$ cat config.mk
export PLATFORM = sky130hd
export DESIGN_NAME = pll_lock_sequencer_flat
export DESIGN_NICKNAME = d
export VERILOG_FILES = /design/src/rtl/pll_lock_sequencer_if.sv /design/src/rtl/pll_lock_sequencer.sv /design/src/flat_wrapper.sv
export SDC_FILE = /design/constraint.sdc
export NUM_CORES = 1
export LEC_CHECK = 0
export ABC_AREA = 1
export BUFFER_PORTS_ARGS = -buffer_cell sky130_fd_sc_hd__buf_2
export CORE_UTILIZATION = 45
export CTS_BUF_LIST = sky130_fd_sc_hd__clkbuf_2
export DETAILED_ROUTE_END_ITERATION = 10
export SYNTH_ARGS = -nofsm -noshare
export SYNTH_HDL_FRONTEND = slang
export SYNTH_SLANG_ARGS = --single-unit
$ cat constraint.sdc
create_clock -name clock -period 1.9 [get_ports clock]
set_input_delay 0.38 -clock clock [delete_from_list [all_inputs] [get_ports clock]]
set_output_delay 0.38 -clock clock [all_outputs]
set_load 0.005 [all_outputs]
$ cat src/rtl/pll_lock_sequencer_if.sv
// pll_lock_sequencer_if: lock input, count clear and reset/status outputs of the lock sequencer.
interface pll_lock_sequencer_if #(parameter int CNT_W = 8);
  logic locked_in;
  logic clear_count;
  logic sys_reset_n;
  logic ready;
  logic [1:0] state;
  logic [CNT_W-1:0] loss_count;
  modport master(output locked_in, clear_count, input sys_reset_n, ready, state, loss_count);
  modport slave(input locked_in, clear_count, output sys_reset_n, ready, state, loss_count);
endinterface

$ cat src/rtl/pll_lock_sequencer.sv
// pll_lock_sequencer: qualifies PLL lock, then releases the system reset and counts in-service lock losses.
module pll_lock_sequencer #(
  parameter int LOCK_CYCLES = 1024,
  parameter int HOLD_CYCLES = 16,
  parameter int CNT_W = 8
) (
  input logic clock,
  input logic reset_n,
  pll_lock_sequencer_if.slave bus
);
  localparam int MAXC = LOCK_CYCLES > HOLD_CYCLES ? LOCK_CYCLES : HOLD_CYCLES;
  localparam int CW = $clog2(MAXC) + 1;
  typedef enum logic [1:0] {UNLOCKED = 2'd0, QUALIFY = 2'd1, HOLD = 2'd2, RUN = 2'd3} state_t;
  state_t cur, nxt;
  logic [CW-1:0] cnt, cnt_nxt;
  logic [1:0] sync;
  logic [CNT_W-1:0] lc, lc_nxt;
  logic lk_s, loss, run_q;
  assign lk_s = sync[1];
  assign loss = cur == RUN && !lk_s;
  assign lc_nxt = bus.clear_count ? CNT_W'(loss) : (loss && lc != '1) ? lc + CNT_W'(1) : lc;
  always_ff @(posedge clock or negedge reset_n)
    if (!reset_n) begin
      sync <= '0;
      cur <= UNLOCKED;
      cnt <= '0;
      lc <= '0;
      run_q <= 1'b0;
    end else begin
      sync <= {sync[0], bus.locked_in};
      cur <= nxt;
      cnt <= cnt_nxt;
      lc <= lc_nxt;
      run_q <= nxt == RUN;
    end
  // cnt stays zero outside the counted states, so every state change clears it
  always_comb begin
    nxt = cur;
    cnt_nxt = '0;
    case (cur)
      UNLOCKED: nxt = lk_s ? QUALIFY : UNLOCKED;
      QUALIFY:
        if (!lk_s) nxt = UNLOCKED;
        else if (cnt == CW'(LOCK_CYCLES - 1)) nxt = HOLD;
        else cnt_nxt = cnt + CW'(1);
      HOLD:
        if (!lk_s) nxt = UNLOCKED;
        else if (cnt == CW'(HOLD_CYCLES - 1)) nxt = RUN;
        else cnt_nxt = cnt + CW'(1);
      RUN: nxt = lk_s ? RUN : UNLOCKED;
    endcase
  end
  assign bus.sys_reset_n = run_q;
  assign bus.ready = run_q;
  assign bus.state = cur;
  assign bus.loss_count = lc;
endmodule

$ cat src/flat_wrapper.sv
// flat-port wrapper written by rule: the top's interface ports become plain ports
module pll_lock_sequencer_flat 
#(
  parameter int LOCK_CYCLES = 1024,
  parameter int HOLD_CYCLES = 16,
  parameter int CNT_W = 8
)
  (clock, reset_n, bus_locked_in, bus_clear_count, bus_sys_reset_n, bus_ready, bus_state, bus_loss_count);
  pll_lock_sequencer_if #(.CNT_W(CNT_W)) bus_i ();
  input logic clock;
  input logic reset_n;
  input wire logic [$bits(bus_i.locked_in)-1:0] bus_locked_in;
  input wire logic [$bits(bus_i.clear_count)-1:0] bus_clear_count;
  output wire logic [$bits(bus_i.sys_reset_n)-1:0] bus_sys_reset_n;
  output wire logic [$bits(bus_i.ready)-1:0] bus_ready;
  output wire logic [$bits(bus_i.state)-1:0] bus_state;
  output wire logic [$bits(bus_i.loss_count)-1:0] bus_loss_count;
  assign bus_i.locked_in = bus_locked_in;
  assign bus_i.clear_count = bus_clear_count;
  assign bus_sys_reset_n = bus_i.sys_reset_n;
  assign bus_ready = bus_i.ready;
  assign bus_state = bus_i.state;
  assign bus_loss_count = bus_i.loss_count;
  pll_lock_sequencer #(.LOCK_CYCLES(LOCK_CYCLES), .HOLD_CYCLES(HOLD_CYCLES), .CNT_W(CNT_W)) u_core (.clock(clock), .reset_n(reset_n), .bus(bus_i));
endmodule
Yosys cells after proc, flatten, opt, wreduce, memory -nomap -nowiden
Index checks and enable logic that the tools add are counted.
{"block": "word_totals", "output_inout_bits": 12, "register_bits": 24, "in_bits": 4, "wordCells": 33}
{"block": "classes", "n_reduce_logical": 5, "muxes": 14, "eq_ne": 7, "n_addsub": 2}
{"op": "11-bit 2-to-1 mux", "n": 4}
{"op": "11-bit case mux with 2 select lines", "n": 1}
{"op": "8-bit 2-to-1 mux", "n": 2}
{"op": "11-bit by 1-bit adder with 11-bit output (second input constant)", "n": 1}
{"op": "11-bit by 10-bit == test with 1-bit output (second input constant)", "n": 1}
{"op": "11-bit by 4-bit == test with 1-bit output (second input constant)", "n": 1}
{"op": "2-bit 2-to-1 mux", "n": 5}
{"op": "8-bit by 1-bit adder with 8-bit output (second input constant)", "n": 1}
{"op": "8-bit inequality test (second input constant)", "n": 1}
{"op": "2-bit case mux with 4 select lines", "n": 1}
{"op": "2-bit == test (second input constant)", "n": 3}
{"op": "2-bit by 1-bit == test with 1-bit output (second input constant)", "n": 1}
{"op": "1-bit logical AND", "n": 2}
{"op": "2-bit zero test", "n": 1}
{"op": "2-bit nonzero test", "n": 1}
{"op": "1-bit zero test", "n": 1}
{"op": "1-bit 2-to-1 mux", "n": 1}

Longest topological paths before layout
Gate-level depths: netlist of run 1.
{"block": "logic_depth", "depth_word": 5, "ltp_mapped": 9}

Worst setup path after synthesis of run 1
OpenSTA, ideal clock, no wires.
{"block": "synth_timing", "path_kind": "reg2reg", "startpoint": "register u_core.lc[0], in the netlist u_core.bus.loss_count[0]", "endpoint": "register u_core.lc[0], in the netlist u_core.bus.loss_count[0]", "path_buffers": 0, "setup_ps": 124, "arrival_ps": 1268, "slack_ps": 509, "path_stages_with_launch": 8, "path_cell_list": "dfrtp_1 ha_1 nand2_2 nor3_4 a21oi_4 clkinv_2 nand2_2 o21ai_1"}
{"block": "synth_via", "elab_chain_len": 3}
{"element": "start, declared", "line_no": "pll_lock_sequencer.sv:17", "rtl": "logic [CNT_W-1:0] lc, lc_nxt;"}
{"element": "start signal, assigned", "line_no": "pll_lock_sequencer.sv:33", "rtl": "lc <= lc_nxt;"}
{"element": "8-bit by 1-bit adder with 8-bit output / 8-bit inequality test (equally long branches)", "line_no": "pll_lock_sequencer.sv:21", "rtl": "assign lc_nxt = bus.clear_count ? CNT_W'(loss) : (loss && lc != '1) ? lc + CNT_W'(1) : lc;"}
{"element": "8-bit 2-to-1 mux / 1-bit logical AND (equally long branches)", "line_no": "pll_lock_sequencer.sv:21"}
{"element": "8-bit 2-to-1 mux / 2-bit nonzero test (equally long branches)"}
Parallel ways exist; a longest one is shown, timed or not. The select of a mux whose other input is x is not followed.
A chain may end at the register's enable or synchronous reset.

Worst setup path after layout of run 1
{"block": "layout_timing", "startpoint": "register u_core.lc[0], in the netlist u_core.bus.loss_count[0]", "endpoint": "register u_core.lc[4], in the netlist u_core.bus.loss_count[4]"}
The elaborated chain is that of the path after synthesis.

==> flow_summary.toml, run 1 <==
[route]
drc_errors = 2
wl_per_cell_um = 11.2
vias_per_cell = 5.12
antenna_left = 0
drtIter0Drc = 70
routed_wl_um = 2500
drt-pass1-iter-count = 7
vias = 1146

[flow_run]
maxCapViolCount = 0

[worst_hold_path]
hold_path_depth = 1
whs_endpoint = "u_core.sync[0]"
hp-start = "bus_locked_in"
holdCritPathClass = "in2reg"

[placed_design]
place_ws_ns = 0.385
gp_congestion = 0.832
io_buffer_count = 15
dpl.hpwl_um = 1910

[synth]
yosys.area.top_type = "dfrtp_1"
synth_top_area_share_pct = 43.8
synth_nets = 184
netlist_instances = 174
ys_types = 22
yosysWarningCount = 0
synth_area_per_cell_um2 = 7.87
synthTopCellsByArea = "dfrtp_1, nand2_1, nor2_1"
netlist_area_um2 = 1370
synth-seq-cells = 24
synth-seq-area-share_pct = 43.8

[timing]
setup_violations = 0
hold_slack_ns = 0.120
period_needed_ns = 1.56
layout_setup_ws_ns = 0.344
grt_setup_unrepaired = "no"
worst_pin_slew_ns = 0.542
maxClockFrequency_mhz = 643
period_share_pct = 81.9
final_hold_viol_count = 0
skew_ns = 0.0197
slew_violations = 0
maxSlewHeadroom_pct = 63.9
tns_ns = 0

[finish]
multi_input_area_um2 = 682
syn_to_final_growth_pct = 9.86
drive_gt1_share_pct = 15.5
fillers = 267
layout_common_cells = "nand2_1, nor2_1, dfrtp_1"
final_net_count = 204
utilization_pct = 53.2
final-seq-area_um2 = 601
final_common_cell = "nand2_1"
antennaDiodeCount = 0

[worst_setup_path]
worstRegToRegCells = 8
endpoint_kind = "register"
start_kind = "register"
required_ns = 2.18
r2r-end = "u_core.bus.loss_count[4]"
worstPathArrival_ns = 1.84
r2r_start = "u_core.bus.loss_count[0]"
critPathKind = "reg2reg"
worstPathMaxFanout = 7
rrSetupSlack_ns = 0.34

[die]
coreArea_um2 = 2830
row_count = 19
die_h_um = 57.2
die_w_um = 57.2
io-pin-count = 16
die-area_um2 = 3270
initial_utilization_pct = 48.4

[run_status]
status = "complete, but fails checks"
violations = "DRC"

[grt]
globalRouteOverflowTotal = 0
antenna_found_initial = 0
grt_max_degree = 25
grt.total_usage_pct = 17.2
grt_pass1_wl_um = 4430
grt_pass1_vias = 1061

[pwr]
p_leak_uw = 0.000804
finalPower_uw = 937
power_density_nw_per_um2 = 623
ir_drop_v = 0.000506

[cts]
numCtsBuffers = 3
clkSlewWorstSetupHoldPaths_ns = 0.23
h-tree-depth = 1
cts_resized = 0
cts_tree = "yes"
cts.path.max_buffers = 2
cts.sinks = 24
clk_latency_ns = 0.34
root_buffer = "clkbuf_2"
[Yosys cell counts]
master    instances
nand3_1          13
nand2_1          45
xnor2_1           2
nor3_1            2
nand2_2           4
ha_1              6
nor2_1           30
nor2_2            1
inv_1            20
or2_2             2
o21ai_2           1
a21oi_1           1
buf_4             1
xor2_1            7
nand4_1           5
o21ai_1           3
a21oi_4           1
dfrtp_1          24
nor2_8            1
nor3_4            1
o21ai_0           3
clkinv_2          1
[layout make-up]
type                            instances  share of cell area, %
Sequential cell                        24                   39.9
Timing Repair Buffer                   16                   5.65
Clock inverter                          1                  0.249
Inverter                               21                   5.32
Clock buffer                            3                  0.998
Multi-Input combinational cell        128                   45.3
Tap cell                               31                   2.58
[worst max-delay path: stages, from the launching register on]
cell and delay (ns):
dfrtp_1 0.46, ha_1 0.24, nand2_2 0.12, nor3_4 0.07
a21oi_4 0.31, clkinv_2 0.10, nand2_2 0.10, nand2_1 0.06
nand2_1 0.05
[cells by family after synthesis]
family,share of synthesized area [%]
AND/OR/NAND/NOR,34.2
AO/OA/AOI/OAI,4.38
adder cells (fa/ha/maj),5.48
buffers and inverters,6.39
XOR/XNOR,5.75
flip-flops,43.8
[power by group]
part	total [µW]	switching [µW]	internal [µW]	leakage, µW
logic	188	122	65.8	0.000462
clock network	196	150	45.8	0.0000140
registers	554	23.3	530	0.000328
[worst max path at each step]
stage                                   from                  endpoint  cells past startpoint
finish              u_core.bus.loss_count[0]  u_core.bus.loss_count[4]                      8
CTS                 u_core.bus.loss_count[0]  u_core.bus.loss_count[4]                      8
detailed placement  u_core.bus.loss_count[0]  u_core.bus.loss_count[7]                      7
floorplan           u_core.bus.loss_count[0]  u_core.bus.loss_count[0]                      7
global route        u_core.bus.loss_count[1]  u_core.bus.loss_count[5]                      7
global placement    u_core.bus.loss_count[0]  u_core.bus.loss_count[7]                      7
[flip-flops by register name (all words and copies together) (netlist names)]
name and count:
u_core.bus.loss_count 8, u_core.bus.ready 1, u_core.bus.state 2, u_core.cnt 11, u_core.sync 2
[layer usage]
layer | wire length [µm] | global-route usage, % | vias to the layer above
met1 | 1240 | 24.6 | 535
met5 | 0 | 0 | -
met3 | 83 | 2.04 | 6
met4 | 51 | 7.67 | 0
met2 | 1130 | 26.4 | 24
li1 | - | - | 581
[stage by stage]
step                cell area [µm²]  std cells
detailed placement             1480        219
CTS                            1510        224
global placement               1480        219
floorplan                      1370        174
finish                         1510        224
global route                   1510        224
[timing repair]
| item | CTS | global route |
|---|---|---|
| setup buffers | 0 | 0 |
| endpoints found under the hold margin | 24 | 0 |
| hold buffers | 1 | 0 |
No activity file was read; power rests on OpenSTA's default activity.
==> run 2: changes to the inputs <==
--- a/config.mk
+++ b/config.mk
@@ -10,6 +10,7 @@
 export CORE_UTILIZATION = 45
 export CTS_BUF_LIST = sky130_fd_sc_hd__clkbuf_2
 export DETAILED_ROUTE_END_ITERATION = 10
+export PLACE_DENSITY = 0.67
 export SYNTH_ARGS = -nofsm -noshare
 export SYNTH_HDL_FRONTEND = slang
 export SYNTH_SLANG_ARGS = --single-unit
==> constraint.sdc (replaced) <==
create_clock -name clock -period 1.4 [get_ports clock]
set_input_delay 0.28 -clock clock [delete_from_list [all_inputs] [get_ports clock]]
set_output_delay 0.28 -clock clock [all_outputs]
set_load 0.005 [all_outputs]
==> run 2 against run 1 <==
- the flow finishes with violations (setup timing)
- count of clock-buffer cells in the layout unchanged
- utilization up 12 points
- total power up 69%
- sequential share of layout area down 7.2 points
- critical endpoint is now u_core.bus.loss_count[6]
- largest power group unchanged
==> flow_summary.toml, run 2 (synthesis results as in run 1) <==
[route]
vias = 1254
wl_per_cell_um = 13.1
drtIter0Drc = 35
routed_wl_um = 3200
drc_errors = 0
vias_per_cell = 5.12
drt-pass1-iter-count = 7
antenna_left = 0

[timing]
worst_pin_slew_ns = 0.531
setup_violations = 8
skew_ns = 0.0130
period_share_pct = 104
maxSlewHeadroom_pct = 64.6
period_needed_ns = 1.46
layout_setup_ws_ns = -0.0563
grt_setup_unrepaired = "yes"
maxClockFrequency_mhz = 687
final_hold_viol_count = 0
tns_ns = -0.215
slew_violations = 0

[die]
die-area_um2 = 3270
die_w_um = 57.2
die_h_um = 57.2
row_count = 19
io-pin-count = 16
coreArea_um2 = 2830
initial_utilization_pct = 48.4

[placed_design]
place_inst = 230
gp_congestion = 0.861
io_buffer_count = 15
dpl.hpwl_um = 2050
place_ws_ns = -0.0474

[worst_setup_path]
worstRegToRegCells = 8
r2r_start = "u_core.bus.loss_count[1]"
critPathKind = "reg2reg"
endpoint_kind = "register"
worstPathArrival_ns = 1.76
required_ns = 1.70
rrSetupSlack_ns = -0.06
timing.critical_path.from = "u_core.bus.loss_count[1]"
worstPathMaxFanout = 3
r2r-end = "u_core.bus.loss_count[6]"
start_kind = "register"
crit_path_end = "u_core.bus.loss_count[6]"

[cts]
numCtsBuffers = 3
clkSlewWorstSetupHoldPaths_ns = 0.25
cts.sinks = 24
cts_tree = "yes"
cts.path.max_buffers = 2
h-tree-depth = 1
root_buffer = "clkbuf_2"
clk_latency_ns = 0.36

[finish]
largest_register_ffs = 11
final-seq-area_um2 = 602
fin_cells = 245
final_net_count = 225
syn_to_final_growth_pct = 34.2
final_common_cell = "nand2_1"
fillers = 233
multi_input_area_um2 = 806
antennaDiodeCount = 0
top_register = "u_core.cnt"
drive_gt1_share_pct = 36.4
layout_common_cells = "nand2_1, dfrtp_1, nor2_1"

[run_status]
violations = "setup timing"
status = "complete, but fails checks"

[pwr]
power_density_nw_per_um2 = 863
ir_drop_v = 0.000594
p_leak_uw = 0.000974
finalPower_uw = 1590

[worst_hold_path]
holdCritPathClass = "in2reg"

[grt]
grt_pass1_wl_um = 4960
grt_max_degree = 25
grt_pass1_vias = 1182
antenna_found_initial = 0
grt.total_usage_pct = 19.6
globalRouteOverflowTotal = 0

[flow_run]
maxCapViolCount = 0
run 2: cell types whose count changed in the layout (fill, tap and decap cells not counted), moves of 4 or more:
cell,before,now
buf_4,0,16
buf_6,0,5
nand2_1,45,41
nor2_1,30,20
nor2_2,1,9
run 2: worst min-delay path by stage:
| stage | depth (start not counted) | to | startpoint |
|---|---|---|---|
| floorplan | 0 | u_core.bus.loss_count[0] | reset_n |
| global placement | 1 | u_core.cnt[5] | reset_n |
| detailed placement | 1 | u_core.bus.loss_count[6] | reset_n |
| CTS | 4 | u_core.bus.loss_count[4] | bus_clear_count |
| global route | 4 | u_core.bus.loss_count[1] | bus_clear_count |
| finish | 4 | u_core.bus.loss_count[6] | bus_clear_count |
run 2: what timing repair did:
| action | 4_1_cts | 5_1_grt |
|---|---|---|
| resized for setup | 8 | 35 |
| endpoints found under the hold margin | 25 | 0 |
| hold buffers | 2 | 0 |
| setup buffers | 5 | 5 |
| pin swaps | 6 | 7 |
| endpoints found under the setup margin | 13 | 23 |
run 2: layout make-up:
type	instances	share of cell area, %
sequential	24	32.7
timing repair buffer	37	14.5
tap	31	2.11
clock inverter	1	1.63
inverter	21	4.36
multi-input combinational	128	43.8
clock buffer	3	0.817
run 2: through the flow:
step / hold WS [ns] / util, % / area [µm²]
after global routing: 0.228 / 65.0 / 1840
final: 0.214 / 65.0 / 1840
after detailed placement: 0.308 / 55.1 / 1560
after CTS: 0.196 / 59.6 / 1690
after global placement: 0.295 / 55.1 / 1560
after floorplan: -0.0156 / - / 1370
run 2: power by group:
| part | total (µW) | switching, µW | internal (µW) |
|---|---|---|---|
| combinational | 360 | 220 | 141 |
| clock | 477 | 231 | 246 |
| sequential | 750 | 29.6 | 720 |
| total | 1590 | 480 | 1110 |
run 2: worst max-delay path, cell delays in order, from the launching register on:
cell and delay [ns]:
dfrtp_1 0.43, ha_2 0.20, nand2_2 0.08, nor3_4 0.19, a21oi_4 0.09, buf_6 0.14
buf_4 0.13, nand3_1 0.08, nand2_1 0.06
run 2: routing by layer:
layer / vias to the layer above / global-route usage [%] / wire (µm)
met5: - / 0 / 0
met4: 0 / 6.27 / 60
met3: 7 / 2.04 / 77
met2: 21 / 35.1 / 1690
met1: 603 / 24.7 / 1370
li1: 623 / - / -
